`config.mk`:
```
export PLATFORM = sky130hd
export DESIGN_NAME = c_hazard_unit
export DESIGN_NICKNAME = d
export VERILOG_FILES = /design/src/rtl/c_hazard_unit.sv
export SDC_FILE = /design/constraint.sdc
export NUM_CORES = 1
export LEC_CHECK = 0
export BUFFER_PORTS_ARGS = -buffer_cell sky130_fd_sc_hd__buf_2
export CORE_MARGIN = 2
export CORE_UTILIZATION = 40
export CTS_CLUSTER_DIAMETER = 200
export CTS_CLUSTER_SIZE = 20
export DETAILED_ROUTE_END_ITERATION = 16
export GPL_ROUTABILITY_DRIVEN = 0
export GPL_TIMING_DRIVEN = 0
export PLACE_DENSITY = 0.79
export SLEW_MARGIN = 20
export SYNTH_ARGS = -nofsm -noshare
export SYNTH_HDL_FRONTEND = slang
export SYNTH_SLANG_ARGS = --single-unit
```
`constraint.sdc`:
```
create_clock -name clk -period 2.23 [get_ports clk]
set_clock_uncertainty 0.05 [all_clocks]
set_input_delay 0.446 -clock clk [delete_from_list [all_inputs] [get_ports clk]]
set_output_delay 0.446 -clock clk [all_outputs]
set_load 0.02 [all_outputs]
```
`src/rtl/c_hazard_unit.sv`:
```
// c_hazard_unit: hazard controller for the 5-stage core.
// It produces the stall, flush and forwarding controls for the IF/ID, ID/EX and
// EX/MEM registers. A small FSM holds a multi-cycle mul/div op in EX for
// LATENCY cycles.
module c_hazard_unit #(
    parameter int LATENCY = 4,  // total EX-hold cycles of a mul/div op (2..15)
    parameter int CW      = 4   // counter width; must hold LATENCY-1
) (
    input  logic       clk,
    input  logic       reset,       // asynchronous, active-low
    input  logic [4:0] rs1d,
    input  logic [4:0] rs2d,
    input  logic [4:0] rs1e,
    input  logic [4:0] rs2e,
    input  logic [4:0] rde,
    input  logic [4:0] rdm,
    input  logic [4:0] rdw,
    input  logic [1:0] resultsrce,
    input  logic       regwritem,
    input  logic       regwritew,
    input  logic       pcsrce,
    input  logic       mdstarte,
    output logic [1:0] forwardae,
    output logic [1:0] forwardbe,
    output logic       stallf,
    output logic       stalld,
    output logic       stalle,
    output logic       flushd,
    output logic       flushe,
    output logic       flushm,
    output logic       mdbusy,
    output logic       mddone
);

    typedef enum logic [1:0] {
        IDLE = 2'd0,
        BUSY = 2'd1,
        DONE = 2'd2
    } md_state_t;

    md_state_t     state, state_next;
    logic [CW-1:0] cnt, cnt_next;
    logic          lwstall;
    logic          mdstall;

    // Operand forwarding: the younger MEM-stage result wins over WB; x0 never forwards.
    always_comb begin
        // NOTE: every output gets a default first so no path can infer a latch.
        forwardae = 2'b00;
        forwardbe = 2'b00;
        if (regwritem && (rdm != 5'd0) && (rdm == rs1e))
            forwardae = 2'b10;
        else if (regwritew && (rdw != 5'd0) && (rdw == rs1e))
            forwardae = 2'b01;
        if (regwritem && (rdm != 5'd0) && (rdm == rs2e))
            forwardbe = 2'b10;
        else if (regwritew && (rdw != 5'd0) && (rdw == rs2e))
            forwardbe = 2'b01;
    end

    // A load in EX whose destination is read in ID must wait one cycle.
    assign lwstall = (resultsrce == 2'b01) && (rde != 5'd0) &&
                     ((rde == rs1d) || (rde == rs2d));

    // The front end is held while a mul/div op sits in EX, except in its DONE cycle.
    assign mdstall = mdstarte && (state != DONE);

    // Mul/div sequencer state register; reset abandons any op in flight.
    always_ff @(posedge clk or negedge reset) begin
        if (!reset) begin
            // NOTE: sequential state uses non-blocking assignments so every
            // register samples pre-edge values regardless of statement order.
            state <= IDLE;
            cnt   <= '0;
        end else begin
            state <= state_next;
            cnt   <= cnt_next;
        end
    end

    // Mul/div next-state logic: count down the hold cycles, abort if the op leaves EX.
    always_comb begin
        state_next = state;
        cnt_next   = cnt;
        unique case (state)
            IDLE: begin
                if (mdstarte) begin
                    state_next = BUSY;
                    cnt_next   = CW'(LATENCY - 1);
                end
            end
            BUSY: begin
                if (!mdstarte) begin
                    state_next = IDLE;
                    cnt_next   = '0;
                end else if (cnt == CW'(1)) begin
                    state_next = DONE;
                    cnt_next   = '0;
                end else begin
                    cnt_next = cnt - CW'(1);
                end
            end
            DONE: begin
                // The result is consumed this cycle; a still-high mdstarte
                // belongs to this op and must not restart the sequencer.
                state_next = IDLE;
            end
            default: begin
                state_next = IDLE;
                cnt_next   = '0;
            end
        endcase
    end

    // Pipeline control outputs. A held mul/div op blocks the ID/EX clear so it
    // survives an (illegal) simultaneous redirect.
    assign stallf = lwstall | mdstall;
    assign stalld = lwstall | mdstall;
    assign stalle = mdstall;
    assign flushm = mdstall;
    assign flushd = pcsrce;
    assign flushe = (lwstall | pcsrce) & ~mdstall;
    assign mdbusy = (state == BUSY);
    assign mddone = (state == DONE);

endmodule

```
### After elaboration in Yosys (flattened, before gate mapping)

Index checks and enable logic that the tools add are counted.

| storage, ports and cells | value |
|---|---|
| register bits | 6 |
| input port bits | 43 |
| output and inout port bits | 12 |

| operators by class | value |
|---|---|
| add/sub/neg operators | 1 |
| equal/unequal tests | 13 |
| mux-type cells | 12 |
| bitwise logic cells | 5 |
| reductions and logical operators | 16 |

Operators with widths:

| cell | number |
|---|---|
| $eq 5x5->1 | 6 |
| $reduce_bool 5->1 | 3 |
| $mux 4 | 3 |
| $pmux 4 s3 | 1 |
| $mux 2 | 5 |
| $logic_and 1x1->1 | 9 |
| $eq 2x1->1 const B | 2 |
| $eq 4x1->1 const B | 1 |
| $ne 2x2->1 const B | 2 |
| $pmux 2 s2 | 1 |
| $reduce_and 2->1 | 2 |
| $sub 4x1->4 const B | 1 |
| $ne 3x2->1 const B | 1 |
| $eq 2x2->1 const B | 1 |
| $logic_not 2->1 | 1 |
| $mux 1 | 2 |
| $not 1->1 | 2 |
| $or 1x1->1 | 2 |
| $and 1x1->1 | 1 |
| $logic_or 1x1->1 | 1 |

### Depth between registers and ports, before layout

Gate-level depths: netlist (run 1).

| depth | value |
|---|---|
| depth in word-level cells | 5 |
| gate-level depth with buffers | 6 |
| gate-level depth less buffers | 6 |

### Worst setup path before layout (run 1)

OpenSTA, ideal clock, no wires.

| timing | value |
|---|---|
| path type | in2out |
| start | in rdm[1] |
| end | out forwardae[0] |
| arrival | 1.777 ns |
| data required time | 1.734 ns |
| slack | -0.043 ns |
| cell stages on the path | 4 |
| cell sequence | or4_4 -> o21ai_2 -> nor4_1 -> nor4_2 |

| between the ends | value |
|---|---|
| longest elaborated chain between the ends | 4 |

RTL lines:

| what | RTL line | text |
|---|---|---|
| start, declared | 16 | `input logic [4:0] rdm,` |
| $reduce_bool 5->1 | 51 | `if (regwritem && (rdm != 5'd0) && (rdm == rs1e))` |
| $logic_and 1x1->1 | 51 |  |
| $logic_and 1x1->1 (*) | 51 |  |
| $mux 2 (*) | 51 |  |
| end, declared | 23 | `output logic [1:0] forwardae,` |

Mark *: on every way between the ends. The rest lies on a longest branch, timed or not.

### Worst setup path after layout (run 1)

| timing | value |
|---|---|
| start | in rs1e[2] |
| end | out forwardae[0] |

| between the ends | value |
|---|---|
| longest elaborated chain between the ends | 4 |

RTL lines:

| what | RTL line | text |
|---|---|---|
| start, declared | 13 | `input logic [4:0] rs1e,` |
| $eq 5x5->1 | 53 | `else if (regwritew && (rdw != 5'd0) && (rdw == rs1e))` |
| $logic_and 1x1->1 | 53 |  |
| $mux 1 | 53 |  |
| $mux 2 (*) | 51 |  |

Marked as above.

==> results.json, run 1 <==
{
  "seqCellArea_um2": 150.1,
  "die_area_um2": 2281,
  "r2r_slack_ps": 940,
  "timing.rr.end": "cnt[3]$_DFFE_PN0P_",
  "rsz0062_at_grt": "true",
  "crit_path_start_kind": "input port",
  "via_count": 904,
  "fin_crit_sh_pct": 98.67,
  "worstSetupPathType": "input port to output port",
  "yosysWarnings": 0,
  "synth-xor-area-share_pct": 34.31,
  "cts_tree": "yes",
  "hold_violations": 0,
  "antenna_left": 0,
  "clock_latency_ps": 240,
  "hpwl_mm": 1.795,
  "antennaDiodeCount": 0,
  "max-vdd-ir-drop_mv": 0.2708,
  "tightest_slew_ps": 512.0,
  "synth_seq_cells": 6,
  "die_x_um": 47.76,
  "synthMuxAreaShare_pct": 0,
  "fin_cells": 178,
  "area_delta_synth_final_pct": 44.44,
  "die_y_um": 47.76,
  "setup_viol": 0,
  "switching_share_pct": 41.17,
  "placementRows": 15,
  "pwr-share-comb_pct": 53.7,
  "core_um2": 1764,
  "final_cell_mix": "buf_2 (53), xor2_1 (24), nor2_1 (8)",
  "grt_pass1_vias": 785,
  "syn-num-nets": 140,
  "total_power_uw": 577.9,
  "port_buffers": 54,
  "root_buffer": "clkbuf_4",
  "clock_path_buffers": 2,
  "fill_cells": 156,
  "cts-buffers-inserted": 3,
  "worstHoldPathType": "flip-flop to flip-flop",
  "wl_per_cell_um": 11.70,
  "pwr-share-clk_pct": 17.1,
  "cp.required_ps": 1730,
  "drive_above_1_share_pct": 42.48,
  "drv_slew": 0,
  "worstHoldEndpoint": "state[1]$_DFFE_PN0P_",
  "endpoint_kind": "output port",
  "r2r_start": "state[1]$_DFFE_PN0P_",
  "layout.cells.most_common": "buf_2",
  "synth_cell_types": 28,
  "relSlewSlack_pct": 65.55,
  "leakage_nw": 0.5599,
  "worstHoldStart": "cnt[2]$_DFFE_PN0P_",
  "syn_area_um2": 765.7,
  "fin_area_um2": 1106,
  "avgSynthCellArea_um2": 8.060,
  "crit_slowest_cell": "or4_1",
  "grt_usage_pct": 17.78,
  "sequentialPowerShare_pct": 29.2,
  "worst_slack_ps": 29.74,
  "pre_cts_slack_ps": -26.73,
  "nets": 200,
  "grt_first_pass_wirelength_mm": 2.911,
  "synth_compound_area_share_pct": 11.27,
  "p_sw_uw": 237.9,
  "whs_path_depth": 1,
  "clk_pin_slew_ps": 50,
  "cpMostUsedCell": "buf_2",
  "period_needed_ps": 2200,
  "critPathArrivalTime_ps": 1700,
  "fin_tns_setup_ps": 0,
  "grt_max_degree": 10,
  "synth-simple-area-share_pct": 26.14,
  "hold_ws_ps": 470.6,
  "dpl-instance-area_um2": 1067,
  "htree_levels": 1,
  "fmax_ghz": 0.4545,
  "synth-adder-area-share_pct": 3.268,
  "synthCells": 95,
  "start_util_pct": 43.40,
  "cpPeakStageDelay_ps": 540,
  "multiInputGateArea_um2": 578.1,
  "vias_per_cell": 5.079,
  "internal-power_uw": 340.0,
  "synth_top_family_by_area": "XOR/XNOR gates",
  "power.density_nw_per_um2": 522.5,
  "clkSinkCount": 6,
  "maxCapViolCount": 0,
  "reg2reg_depth": 4,
  "cp_cell_sequence": "buf_2, xor2_1, or4_1, nor4_2, buf_2",
  "antenna_found_initial": 0,
  "status": "finished, final reports clean",
  "route.detailed.drc": 0,
  "first_pass_iters": 4,
  "placed_cells": 174,
  "ys_seq_area_share_pct": 19.61,
  "detail_route.wirelength_mm": 2.082,
  "finish.utilization_pct": 62.70,
  "crit_fanout": 2,
  "drtIter0Drc": 11,
  "ios": 55,
  "grt_overflow_total": 0
}
-- flip-flops by register name, indices dropped and copies added, names as in the netlist --
register	cells
state	2
cnt	4
-- cells by family (layout without fill, tap and decap cells) --
group,count (synthesis),in the layout
simple gates,35,35
compound gates,14,14
fa+ha+maj,2,2
xor+xnor,30,30
flops,6,6
buf+inv,8,66
-- power by group through the flow --
| stage | Combinational [mW] | Clock (mW) | Sequential [mW] |
|---|---|---|---|
| 2_1_floorplan | 0.197 | 0 | 0.165 |
| 3_3_place_gp | 0.290 | 0 | 0.169 |
| 3_5_place_dp | 0.304 | 0 | 0.171 |
| 4_1_cts | 0.308 | 0.103 | 0.168 |
| 5_1_grt | 0.343 | 0.112 | 0.175 |
| 6_report | 0.310 | 0.0990 | 0.169 |
-- synth_stat cells (all sizes together) --
cell     n  area, um2
xor2    24      210.2
nor2     8      30.03
o21ai    7      38.78
dfrtp    6      150.1
nor3     6      30.03
xnor2    6      52.55
inv      4      15.01
nand2    4      15.01
nor4     4      37.53
or4      4      33.78
buf      3      22.52
nand3    3      15.01
nor2b    3      18.77
a21oi    2      10.01
ha       2      25.02
a22o     1      8.760
a22oi    1      7.510
clkbuf   1      3.750
nand2b   1      6.260
nand3b   1      7.510
nand4    1      6.260
o21a     1      7.510
o21bai   1      7.510
o22ai    1      6.260
-- how the worst max path moves through the flow --
| stage | endpoint | startpoint | slack (ps) |
|---|---|---|---|
| after CTS | forwardae[0] | rs1e[2] | 30 |
| after floorplan | forwardae[0] | rdm[4] | 50 |
| after global placement | forwardbe[0] | rdw[1] | -50 |
| final | forwardae[0] | rs1e[2] | 30 |
| after detailed placement | forwardbe[0] | rdw[1] | -30 |
| after global routing | forwardae[0] | rs1e[2] | -50 |
-- critical path: cells and delay by family --
family                 cells  cell delay (ps)
XOR/XNOR                   1              150
AND/OR/NAND/NOR            2              800
buffers and inverters      2              320
-- what timing repair did --
action,CTS,global route
buffers inserted,0,0
resized for setup,1,2
endpoints found under the hold margin,6,0
setup endpoints to repair,2,3
pin swaps,2,0
hold buffers,1,0
-- layout make-up --
type | instances | area share (%)
multi-input cells | 81 | 52.26
repair buffers | 55 | 25.57
flip-flops and latches | 6 | 13.57
well taps | 25 | 2.828
plain buffers | 4 | 2.376
clock buffers | 3 | 2.036
inverters | 4 | 1.357
-- routing by layer --
| metal | vias to the layer above | GRT usage (%) | share of wire [%] |
|---|---|---|---|
| met3 | 6 | 4.528 | 13 |
| met5 | - | 0 | 0 |
| met4 | 0 | 6.486 | 1.4 |
| met2 | 63 | 35.47 | 49 |
| li1 | 445 | - | - |
| met1 | 390 | 17.05 | 37 |
No activity file was read; power rests on OpenSTA's default activity.
==> run 2: changes to the inputs <==
Settings changed: CORE_UTILIZATION 40 to 36, PLACE_DENSITY 0.79 to 0.75, SETUP_SLACK_MARGIN set to 0.4.
Clock period 2.23 ns to 2 ns, I/O delays scaled along.
==> run 2 against run 1 <==
  * The flow now finishes with violations (setup timing)
  * Clock-buffer cell count is the same
  * Sequential power rose by 13%
  * Core utilization grew 9.1 points
  * Largest cell class unchanged
  * Largest power group unchanged
==> results.json, run 2 (same netlist as run 1, synthesis figures left out) <==
{
  "hold_violations": 0,
  "clkSinkCount": 6,
  "period_needed_ps": 2102,
  "antenna_found_initial": 0,
  "placementRows": 16,
  "core_um2": 1982,
  "relSlewSlack_pct": 79.37,
  "hpwl_mm": 1.855,
  "fin_area_um2": 1424,
  "power.density_nw_per_um2": 561.8,
  "wl_per_cell_um": 13.17,
  "via_count": 944,
  "grt_first_pass_wirelength_mm": 3.898,
  "clock_path_buffers": 2,
  "grt_overflow_total": 0,
  "leakage_nw": 0.6531,
  "worstHoldPathType": "input port to flip-flop",
  "crit_fanout": 2,
  "status": "finished with violations",
  "grt_usage_pct": 20.49,
  "fin_crit_sh_pct": 105.1,
  "fmax_ghz": 0.4757,
  "rsz0062_at_grt": "true",
  "drv_slew": 0,
  "die_x_um": 50.12,
  "cpPeakStageDelay_ps": 540,
  "route.detailed.drc": 0,
  "reg_top3": "cnt x4, state x2",
  "grt_max_degree": 7,
  "final_cell_mix": "buf_2 (32), xor2_1 (21), buf_6 (18), buf_4 (11), nor2_1 (7)",
  "die_y_um": 50.12,
  "layout.cells.most_common": "buf_2",
  "ios": 55,
  "worst_slack_ps": -102.2,
  "cts-buffers-inserted": 3,
  "maxCapViolCount": 0,
  "antennaDiodeCount": 0,
  "placed_cells": 176,
  "first_pass_iters": 4,
  "area_delta_synth_final_pct": 85.95,
  "drtIter0Drc": 10,
  "pre_cts_slack_ps": -134.0,
  "cts_tree": "yes",
  "cp_cell_sequence": "buf_2, xor2_1, or4_4, nor4_4, buf_4",
  "crit_path_start_kind": "input port",
  "multiInputGateArea_um2": 718.2,
  "clk_pin_slew_ps": 50,
  "htree_levels": 1,
  "total_power_uw": 800.0,
  "fin_cells": 185,
  "root_buffer": "clkbuf_4",
  "worstSetupPathType": "input port to output port",
  "top_register": "cnt",
  "setup_viol": 2,
  "port_buffers": 54,
  "nets": 205,
  "dpl-instance-area_um2": 1119,
  "detail_route.wirelength_mm": 2.437,
  "die_area_um2": 2512,
  "antenna_left": 0,
  "start_util_pct": 38.64,
  "cp.required_ps": 1550,
  "endpoint_kind": "output port",
  "largest_reg_flops": 4,
  "clock_latency_ps": 260,
  "grt_pass1_vias": 952,
  "seqCellArea_um2": 150.1,
  "drive_above_1_share_pct": 55.70,
  "fill_cells": 152,
  "tightest_slew_ps": 307.1,
  "critPathArrivalTime_ps": 1650,
  "max-vdd-ir-drop_mv": 0.2841,
  "violations": "setup timing",
  "hold_ws_ps": 423.1,
  "crit_slowest_cell": "or4_4",
  "vias_per_cell": 5.103
}
[run 2: cell count changes in the layout (fill, tap and decap cells not counted), sizes merged]
cell,previous run,this run
buf,57,62
[run 2: area by class of cell]
type | count | area share, %
clock buffer | 3 | 1.582
buffer | 4 | 3.076
timing repair buffer | 60 | 30.93
tap | 27 | 2.373
inverter | 4 | 1.054
multi-input combinational | 81 | 50.44
sequential | 6 | 10.54
[run 2: worst paths after layout]
kind | cells past startpoint | startpoint | to | slack [ps]
max reg2reg | 8 | state[0]$_DFFE_PN0P_ | cnt[2]$_DFFE_PN0P_ | 460
max | 5 | rs2e[4] | forwardbe[0] | -100
max in group asynchronous | 2 | reset | cnt[1]$_DFFE_PN0P_ | 1300
min in group asynchronous | 2 | reset | cnt[2]$_DFFE_PN0P_ | 450
min reg2reg | 1 | cnt[3]$_DFFE_PN0P_ | cnt[3]$_DFFE_PN0P_ | 490
min | 3 | mdstarte | state[0]$_DFFE_PN0P_ | 420
[run 2: report_power, final]
part,internal (mW),switching [mW],total [mW]
combinational,0.243,0.244,0.486
sequential,0.159,0.0319,0.191
clock,0.0686,0.0542,0.123
[run 2: metrics by stage]
step	utilization [%]	setup TNS (ps)
after global routing	71.84	-264.7
final	71.84	-184.8
after floorplan	-	0
after global placement	56.44	-247.5
after detailed placement	56.44	-264.8
after CTS	68.24	-185.8
[run 2: metal layers]
metal	track usage (%)	routed length (um)
met2	40.13	1420
met3	3.030	136
met4	9.722	59
met1	20.48	821
met5	0	0
[run 2: repair_timing]
| action | 4_1_cts | 5_1_grt |
|---|---|---|
| buffers inserted | 4 | 1 |
| resized for setup | 43 | 15 |
| hold buffers | 1 | 0 |
| endpoints found under the setup margin | 10 | 11 |
| pin swaps | 13 | 9 |
| endpoints found under the hold margin | 6 | 0 |
[run 2: critical path, delay by kind of cell]
kind                   cells  cell delay [ps]
AND/OR/NAND/NOR            2              810
XOR/XNOR                   1              150
buffers and inverters      2              300
